### src/rtl/ysyx_24110006_lsu.sv
// ysyx_24110006_lsu: load/store unit issuing one bus transaction per memory instruction.
module ysyx_24110006_lsu #(
  parameter int ADDR_W = 32,
  parameter int DATA_W = 32
) (
  input  logic              i_clock,
  input  logic              i_reset,
  input  logic              i_valid,
  output logic              o_ready,
  input  logic              i_mem_ren,
  input  logic              i_mem_wen,
  input  logic [3:0]        i_mem_wmask,
  input  logic [2:0]        i_mem_read_t,
  input  logic [ADDR_W-1:0] i_mem_addr,
  input  logic [DATA_W-1:0] i_wdata,
  input  logic [DATA_W-1:0] i_result,
  output logic              o_req_valid,
  input  logic              i_req_ready,
  output logic              o_req_wen,
  output logic [ADDR_W-1:0] o_req_addr,
  output logic [DATA_W-1:0] o_req_wdata,
  output logic [3:0]        o_req_wstrb,
  input  logic              i_rsp_valid,
  output logic              o_rsp_ready,
  input  logic [DATA_W-1:0] i_rsp_data,
  input  logic              i_rsp_err,
  output logic              o_valid,
  output logic [DATA_W-1:0] o_wb_data,
  output logic              o_err
);
  typedef enum logic [1:0] {IDLE, REQ, WAIT, DONE} state_t;
  state_t state, state_n;
  logic [1:0] sh, off;
  logic [2:0] read_t;
  logic is_word, is_half, bad_t, misal, mem, fault, accept, done_rsp;
  logic [DATA_W-1:0] r, ld;
  assign sh = i_mem_addr[1:0];
  // Access size comes from funct3 for loads and from the byte mask for stores.
  assign is_word = i_mem_ren ? i_mem_read_t[1:0] == 2'b10 : i_mem_wmask[3];
  assign is_half = i_mem_ren ? i_mem_read_t[1:0] == 2'b01 : i_mem_wmask[1] & ~i_mem_wmask[3];
  assign bad_t = i_mem_ren & (i_mem_read_t == 3'b011 | i_mem_read_t[2:1] == 2'b11);
  assign misal = (is_half & sh[0]) | (is_word & |sh);
  assign mem = i_mem_ren | i_mem_wen;
  assign fault = (i_mem_ren & i_mem_wen) | bad_t | misal;
  assign accept = i_valid & (state == IDLE);
  assign done_rsp = (state == WAIT) & i_rsp_valid;
  assign o_ready = state == IDLE;
  assign o_req_valid = state == REQ;
  assign o_rsp_ready = state == WAIT;
  assign o_valid = state == DONE;
  assign r = i_rsp_data >> {off, 3'b000};
  assign ld = read_t[1:0] == 2'b00 ? {{(DATA_W-8){~read_t[2] & r[7]}}, r[7:0]} :
              read_t[1:0] == 2'b01 ? {{(DATA_W-16){~read_t[2] & r[15]}}, r[15:0]} : r;
  always_comb begin
    state_n = state;
    case (state)
      IDLE: state_n = accept ? ((mem & ~fault) ? REQ : DONE) : IDLE;
      REQ:  state_n = i_req_ready ? WAIT : REQ;
      WAIT: state_n = i_rsp_valid ? DONE : WAIT;
      DONE: state_n = IDLE;
      default: state_n = IDLE;
    endcase
  end
  always_ff @(posedge i_clock)
    state <= i_reset ? IDLE : state_n;
  always_ff @(posedge i_clock) begin
    if (i_reset) begin
      o_wb_data <= '0;
      o_err <= 1'b0;
    end else if (accept) begin
      o_req_wen <= i_mem_wen;
      o_req_addr <= {i_mem_addr[ADDR_W-1:2], 2'b00};
      o_req_wstrb <= i_mem_wen ? i_mem_wmask << sh : 4'b0000;
      o_req_wdata <= i_wdata << {sh, 3'b000};
      off <= sh;
      read_t <= i_mem_read_t;
      o_wb_data <= mem ? '0 : i_result;
      o_err <= mem & fault;
    end else if (done_rsp) begin
      o_err <= i_rsp_err;
      o_wb_data <= (i_rsp_err | o_req_wen) ? '0 : ld;
    end
  end
endmodule
### config.mk
export PLATFORM = sky130hd
export DESIGN_NAME = ysyx_24110006_lsu
export DESIGN_NICKNAME = d
export VERILOG_FILES = /design/src/rtl/ysyx_24110006_lsu.sv
export SDC_FILE = /design/constraint.sdc
export NUM_CORES = 1
export LEC_CHECK = 0
export BUFFER_PORTS_ARGS = -buffer_cell sky130_fd_sc_hd__buf_2
export CORE_UTILIZATION = 42
export CTS_CLUSTER_DIAMETER = 80
export DETAILED_ROUTE_END_ITERATION = 16
export PLACE_DENSITY = 0.74
export SETUP_SLACK_MARGIN = 0.2
export SLEW_MARGIN = 20
export SYNTH_ARGS = -nofsm -noshare
export SYNTH_HDL_FRONTEND = slang
export SYNTH_SLANG_ARGS = --single-unit
### constraint.sdc
create_clock -name i_clock -period 5.6 [get_ports i_clock]
set_input_delay 0.56 -clock i_clock [delete_from_list [all_inputs] [get_ports i_clock]]
set_output_delay 0.56 -clock i_clock [all_outputs]
set_load 0.05 [all_outputs]
==> impl_metrics.yaml, run 1 <==
status:
  status: "completed"
synth:
  syn-instance-count: 442
  yosysMostFrequentCell: "edfxtp_1"
  synth_top_family_by_area: "compound AO/OA/AOI/OAI gates"
  synth_mux_area_share_pct: 7.16
  synth.area.top_cells: "edfxtp_1 (42%), dfxtp_1 (13%), mux2i_1 (6.7%)"
  synth_ff_type: "edfxtp_1"
  synth_cell_types: 43
  synth_edf_count: 72
  ys_seq_area_share_pct: 55.0
  synth-xor-area-share_pct: 0.168
  yosysTopAreaCell: "edfxtp_1"
  syn_avg_cell_area_sq_um: 11.8
  yosys.area.top_type_share_pct: 41.5
  netlist_area_sq_um: 5200
  synthTopCellsByCount: "edfxtp_1 (72), nor2_1 (52), dfxtp_1 (35), mux2i_1 (35), a211oi_1 (33)"
  synthAdderAreaFrac_pct: 0
  ys.warnings.count: 0
  synth-compound-area-share_pct: 18.4
  synth-seq-cells: 107
  synthSimpleGateAreaFrac_pct: 15.6
  async_flop_share_pct: 0
grt:
  grt_overflow: 0
  first_global_vias: 4389
  grtUsageTotal_pct: 23.2
  grt_max_degree: 42
  antenna_found_initial: 1
  grt_pass1_wl_microns: 22700
routing:
  dr.first_iter.drc_count: 251
  wire_per_inst_microns: 17.5
  drtAntennaViolNets: 0
  via_per_inst: 5.27
  drc_errors: 0
  routed_wl_microns: 14800
  first_pass_iters: 5
  vias: 4440
hold_path:
  hold_depth: 1
  hold_class: "in2reg"
floorplanning:
  row_count: 40
  core_area_sq_um: 12100
  fp.dieH_microns: 113
  io_pins: 249
  die_width_microns: 113
  die_area_sq_um: 12800
  start_util_pct: 43.2
cts:
  ctsResizeCount: 0
  cts_tree: "done"
  clkLatencyLatePin_ns: 0.36
  clockBufferDepth: 2
  clock-sinks: 107
  htree_levels: 3
  numCtsBuffers: 9
  cts_setup_buffers: 0
  cts_root_buf: "clkbuf_16"
  cts_hold_buf: 0
  path_clk_slew_ns: 0.08
critical_path:
  critPathKind: "reg2reg"
  max_stage_delay_ns: 0.78
  crit_arrival_ns: 2.55
  r2r_cells: 3
  crit_path_max_fanout: 37
  endpoint_kind: "flip-flop"
  cp_cell_sequence: "or3b_4, nor2_4, buf_4"
  critPathSlowestCell: "nor2_4"
  start_kind: "flip-flop"
  critPathRequiredTime_ns: 5.60
timing:
  max_slew_margin_pct: 32.2
  tns_ns: 0
  setup_viol_count_final: 0
  worstMarginPinSlew_ns: 1.01
  finClkSkew_ns: 0.0104
  layout_min_cycle_time_ns: 2.55
  worst_slack_ns: 3.05
  rsz0062_at_grt: "no"
  period_share_pct: 45.5
  hold_viol_final: 0
  drv_slew: 0
  fmax_mhz: 393
flow_run:
  drv_cap: 0
final_layout:
  fin_cells: 842
  finalInstanceArea_sq_um: 6830
  nets: 812
  drive_above_1_share_pct: 47.8
  antenna_cells: 0
  area_growth_pct: 31.2
place:
  place_congestion: 0.852
  dpl.hpwl_microns: 11100
  io_buffers: 246
  place_worst_setup_slack_ns: 2.73
  dp.cells: 826
  placed_area_sq_um: 6520
power:
  p_leak_nw: 2.93
  ir_worst_vdd_v: 0.000172
  powerDensity_nw_per_um2: 317
-- worst paths after layout --
path | start | end | slack (ns)
worst max-delay path | state[0] | o_req_addr[23] | 3.05
worst max register to register | state[0] | o_req_addr[23] | 3.05
worst min-delay path | i_mem_addr[18] | o_req_addr[18] | 0.37
worst min register to register | o_wb_data[0] | o_wb_data[0] | 0.49
-- routing by layer --
| metal | track usage [%] | wire, microns | vias up |
|---|---|---|---|
| li1 | - | - | 2105 |
| met3 | 6.32 | 1160 | 33 |
| met1 | 27.1 | 5870 | 2071 |
| met4 | 10.6 | 427 | 2 |
| met2 | 39.9 | 7280 | 229 |
| met5 | 0 | 11 | - |
-- power breakdown --
part           total, mW  switching, mW  internal (mW)
Clock              0.640          0.321          0.318
Sequential         0.943         0.0308          0.912
Combinational      0.580          0.415          0.165
-- through the flow --
step                total power [mW]  utilization, %  hold slack (ns)
global route                    2.25            56.6            0.354
floorplan                       1.38               -            0.659
finish                          2.16            56.6            0.370
CTS                             2.18            56.6            0.355
detailed placement              1.54            54.1            0.476
global placement                1.53            54.1            0.474
-- cell families after synthesis --
kind of cell,Yosys count
muxes,37
AOI/OAI and AO/OA,109
buffers and inverters,38
xor gates and xnor gates,1
other,1
DFF,107
and+or+nand+nor,149
-- layout by cell type, fill, tap and decap left out, types with 2 or more instances in the layout --
cell and instances:
nor2_2 2, nand2_1 28, o21ai_0 15, nor2_4 2, a221oi_2 16, nor2b_1 20, conb_1 2, a21oi_1 19
or3b_4 2, buf_2 246, clkbuf_16 9, or3_1 2, nor2_1 50, o21ai_1 3, mux2i_1 35, dfxtp_1 35
clkinv_8 3, and2_1 10, mux2_2 2, a2bb2oi_1 8, nor3_2 16, nor3_1 9, a211oi_2 8, edfxtp_1 72
buf_4 5, a31oi_4 2, inv_1 2, a211oi_1 33
-- sequential cells by signal, indices dropped and copies added, names as in the netlist --
register and flops:
o_req_addr 30, o_err 1, o_req_wen 1, state 2, o_req_wstrb 4, read_t 3
o_wb_data 32, o_req_wdata 32, off 2
-- final cells by class --
cell class,instances,area (sq um)
Clock buffer,9,225
Clock inverter,7,82.6
Tap cell,168,210
Sequential cell,107,2860
Fill cell,1091,5230
Multi-Input combinational cell,298,2170
Inverter,2,7.51
Timing Repair Buffer,251,1270
-- worst max-delay path: cells and delay by family (launching register included) --
kind                   cells  cell delay [ns]
buffers and inverters      1             0.55
and+or+nand+nor            2             1.25
DFF                        1             0.37
(Power assumes the default switching activity.)
==> run 2, diff against run 1 <==
clock period = 2.4 ns   (was 5.6 ns; I/O delays follow)
==> run 2 against run 1 <==
  * Utilization grew 0.40 points
  * Register-to-register slack worse by 2.6 ns
  * Maximum frequency up 29%
  * Clock skew shrank 0.00085 ns
  * Die area unchanged
  * Hold slack got worse by 0.32 ns
  * Worst setup slack worse by 2.6 ns
  * Routed wire length shrank 0.81%
  * Clock power is 130% higher
  * Largest power group unchanged
==> impl_metrics.yaml, run 2 (synthesis results as in run 1) <==
power:
  ir_worst_vdd_v: 0.000332
  power_mw: 5.05
  powerDensity_nw_per_um2: 734
  p_leak_nw: 2.96
critical_path:
  start_kind: "flip-flop"
  crit_arrival_ns: 2.19
  crit_buf_inv: 0
  r2r-end: "o_wb_data[20]"
  critPathRequiredTime_ns: 2.62
  max_stage_delay_ns: 0.45
  critPathKind: "reg2reg"
  ff2ff_setup_slack_ns: 0.43
  cp_cell_sequence: "or3b_4, nand2_2, or3_1, a2bb2oi_1, a211oi_2"
  r2r_start: "state[0]"
  endpoint_kind: "flip-flop"
  startpoint: "state[0]"
  critPathSlowestCell: "or3b_4"
  crit_cells: 5
  r2r_cells: 5
  crit_path_max_fanout: 12
  path_delay_family: "simple AND/OR/NAND/NOR gates"
routing:
  drc_errors: 0
  first_pass_iters: 5
  vias: 4477
  drtAntennaViolNets: 0
  m1WireLength_microns: 5900
  dr_wl_met2_microns: 7120
  routed_wl_microns: 14600
  dr.first_iter.drc_count: 354
  highest_layer: "met4"
  met3WireLength_microns: 1180
  wire_per_inst_microns: 17.2
  via_per_inst: 5.27
final_layout:
  layout_common_cells: "buf_2 (246), edfxtp_1 (72), nor2_1 (50)"
  mostFrequentLayoutCell: "buf_2"
  antenna_cells: 0
  nets: 819
  drive_above_1_share_pct: 48.5
  area_growth_pct: 32.1
  largest_registers: "o_req_wdata: 32 flops, o_wb_data: 32 flops, o_req_addr: 30 flops"
  fillers: 1040
cts:
  clkLatencyLatePin_ns: 0.35
  htree_levels: 3
  cts_hold_buf: 0
  cts_root_buf: "clkbuf_16"
  numCtsBuffers: 9
  cts_tree: "done"
  path_clk_slew_ns: 0.08
  cts_setup_buffers: 0
  clockBufferDepth: 2
  ctsResizeCount: 0
  clock-sinks: 107
timing:
  period_share_pct: 82.0
  worstMarginPinSlew_ns: 0.609
  drv_slew: 0
  setup_viol_count_final: 0
  fmax_mhz: 508
  hold_viol_final: 0
  rsz0062_at_grt: "no"
  tns_ns: 0
  max_slew_margin_pct: 59.3
  layout_min_cycle_time_ns: 1.97
  finClkSkew_ns: 0.00957
  worst_hold_slack_ns: 0.0534
status:
  status: "completed"
place:
  place_congestion: 0.913
  io_buffers: 246
  dpl.hpwl_microns: 11200
floorplanning:
  die_width_microns: 113
  start_util_pct: 43.2
  core_area_sq_um: 12100
  fp.dieH_microns: 113
  row_count: 40
  io_pins: 249
  die_area_sq_um: 12800
grt:
  grt_pass1_wl_microns: 22800
  antenna_found_initial: 0
  grt_max_degree: 39
  grtUsageTotal_pct: 23.2
  grt_overflow: 0
  first_global_vias: 4397
hold_path:
  hold_class: "in2reg"
  hold_path_end: "o_req_addr[17]"
  hold_depth: 1
  min_from: "i_mem_addr[17]"
flow_run:
  drv_cap: 0
-- run 2: cell count changes in the layout (fill, tap and decap cells not counted), sizes merged --
cell	previous run	this run
buf	251	258
clkinv	5	2
inv	4	6
clkinvlp	0	1
-- run 2: how the worst max path moves through the flow --
stage                           to  slack, ns
floorplan           o_req_addr[10]       0.11
global placement     o_wb_data[17]       0.56
detailed placement   o_wb_data[20]       0.44
CTS                  o_wb_data[20]       0.43
global route         o_wb_data[13]       0.34
finish               o_wb_data[20]       0.43
-- run 2: power by group --
part	leakage, nW	internal, mW	switching [mW]
registers	0.959	2.13	0.0707
logic	1.85	0.394	0.967
clock network	0.144	0.741	0.747
total	2.96	3.26	1.78
-- run 2: per-stage QoR --
stage               cell area [sq um]  utilization [%]  std cells  worst slack (ns)
floorplan                        5220                -        443             0.113
global placement                 6570             54.5        833             0.561
detailed placement               6570             54.5        833             0.439
CTS                              6880             57.0        849             0.430
global route                     6880             57.0        849             0.339
finish                           6880             57.0        849             0.431
-- run 2: routing by layer --
metal	vias up	track usage (%)
li1	2118	-
met1	2111	28.0
met2	220	38.9
met3	28	6.00
met4	0	10.5
met5	-	0
-- run 2: area by class of cell --
type | count | area, sq um | share of cell area, %
Inverter | 2 | 7.51 | 0.109
Timing Repair Buffer | 258 | 1320 | 19.2
Multi-Input combinational cell | 298 | 2170 | 31.6
Clock buffer | 9 | 225 | 3.28
Tap cell | 168 | 210 | 3.06
Sequential cell | 107 | 2860 | 41.6
Clock inverter | 7 | 77.6 | 1.13
==> run 3, diff against run 2 <==
PLACE_DENSITY = 0.77   (was 0.74)
clock period = 1.74 ns   (was 2.4 ns; I/O delays follow)
==> run 3 against run 2 <==
  * The run now ends with setup timing left
  * Non-clock buffer count increased by 61
  * Sequential power increased by 37%
  * Hold slack worse by 0.043 ns
  * Global-route usage increased by 3.0 points
  * Register-to-register slack worse by 0.50 ns
  * Critical endpoint is now o_wb_data[29]
==> impl_metrics.yaml, run 3 (synthesis results as in run 1) <==
critical_path:
  max_stage_delay_ns: 0.46
  r2r_start: "off[1]"
  path_delay_family: "compound AO/OA/AOI/OAI gates"
  crit_buf_inv: 0
  critPathRequiredTime_ns: 1.97
  cp_cell_sequence: "mux2_2, a2bb2oi_4, a31oi_4, a221oi_2, nor3_2"
  ff2ff_setup_slack_ns: -0.07
  r2r_cells: 5
  critPathSlowestCell: "edfxtp_1"
  crit_path_max_fanout: 8
  critPathKind: "reg2reg"
  crit_arrival_ns: 2.03
  r2r-end: "o_wb_data[29]"
  start_kind: "flip-flop"
  endpoint_kind: "flip-flop"
flow_run:
  drv_cap: 0
cts:
  numCtsBuffers: 9
  clock-sinks: 107
  cts_tree: "done"
  htree_levels: 3
  clockBufferDepth: 2
  cts_root_buf: "clkbuf_16"
  clkLatencyLatePin_ns: 0.36
  path_clk_slew_ns: 0.08
timing:
  setup_viol_count_final: 14
  hold_viol_final: 0
  rsz0062_at_grt: "yes"
  finClkSkew_ns: 0.00773
  layout_min_cycle_time_ns: 1.81
  worst_hold_slack_ns: 0.0109
  max_slew_margin_pct: 43.9
  period_share_pct: 104
  fmax_mhz: 554
  worst_slack_ns: -0.0651
  drv_slew: 0
  worstMarginPinSlew_ns: 0.840
hold_path:
  hold_depth: 1
  hold_class: "in2reg"
  hold_path_end: "read_t[2]"
  min_from: "i_mem_read_t[2]"
floorplanning:
  die_width_microns: 113
  fp.dieH_microns: 113
  io_pins: 249
  row_count: 40
  die_area_sq_um: 12800
  core_area_sq_um: 12100
  start_util_pct: 43.2
power:
  p_leak_nw: 3.36
  powerDensity_nw_per_um2: 928
  ir_worst_vdd_v: 0.000777
final_layout:
  nets: 880
  largest_registers: "o_req_wdata: 32 flops, o_wb_data: 32 flops, o_req_addr: 30 flops"
  drive_above_1_share_pct: 54.4
  area_growth_pct: 53.5
  antenna_cells: 0
  layout_common_cells: "buf_2 (245), edfxtp_1 (72), nor2_1 (49)"
  fillers: 896
  mostFrequentLayoutCell: "buf_2"
routing:
  routed_wl_microns: 18100
  vias: 4921
  wire_per_inst_microns: 19.9
  drtAntennaViolNets: 0
  drc_errors: 0
  first_pass_iters: 5
  via_per_inst: 5.41
  dr.first_iter.drc_count: 281
place:
  place_worst_setup_slack_ns: -0.0810
  place_congestion: 0.809
  dpl.hpwl_microns: 11500
  io_buffers: 246
status:
  status: "finished with violations"
  failed_checks: "setup timing"
grt:
  grt_pass1_wl_microns: 25300
  first_global_vias: 4869
  antenna_found_initial: 1
  grt_max_degree: 51
  grt_overflow: 0
  grtUsageTotal_pct: 26.2
[run 3: cell types whose count changed in the layout (fill, tap and decap cells not counted), sizes merged]
| cell | delta |
|---|---|
| clkbuf | +6 |
| buf | +24 |
| dlygate4sd3 | +31 |
[run 3: power by group]
part	internal (mW)	total, mW	switching [mW]
Sequential	2.93	3.02	0.0851
Clock	1.02	2.12	1.09
Combinational	0.792	2.28	1.49
Total	4.75	7.42	2.67
[run 3: worst max-delay path by stage]
stage	cells after the start	end	slack, ns	start
after CTS	5	o_wb_data[28]	-0.01	off[1]
after global routing	8	o_wb_data[28]	-0.18	off[1]
after global placement	5	o_wb_data[10]	-0.001	off[1]
after detailed placement	5	o_wb_data[10]	-0.08	off[1]
after floorplan	2	o_req_addr[10]	-0.52	state[0]
final	5	o_wb_data[29]	-0.07	off[1]
[run 3: what timing repair did]
action,CTS,global route
setup endpoints to repair,44,107
hold buffers,31,0
pin swaps,13,22
buffers inserted,3,7
hold endpoints to repair,31,0
cloned,1,9
gates resized for setup,35,37
[run 3: stage by stage]
step | cell area, sq um | util (%) | instances | total power, mW | setup TNS [ns]
after floorplan | 5270 | - | 443 | 4.44 | -37.63
after global placement | 6730 | 55.8 | 843 | 4.98 | -0.00114
after detailed placement | 6730 | 55.8 | 843 | 5.02 | -0.401
after CTS | 7580 | 62.9 | 894 | 7.24 | -0.0460
after global routing | 7990 | 66.2 | 910 | 7.65 | -1.73
final | 7990 | 66.2 | 910 | 7.42 | -0.336
[run 3: routing by layer]
metal	GRT usage, %	wire [microns]
met4	11.8	716
met3	7.02	1530
met5	0	13
met2	47.0	9180
met1	29.0	6650
[run 3: layout make-up]
| class | count | area [sq um] | area share, % |
|---|---|---|---|
| inverters | 2 | 7.51 | 0.0940 |
| multi-input cells | 298 | 2460 | 30.8 |
| flip-flops and latches | 107 | 2870 | 35.9 |
| repair buffers | 319 | 2140 | 26.8 |
| well taps | 168 | 210 | 2.63 |
| clock buffers | 9 | 225 | 2.82 |
| clock inverters | 7 | 75.1 | 0.940 |
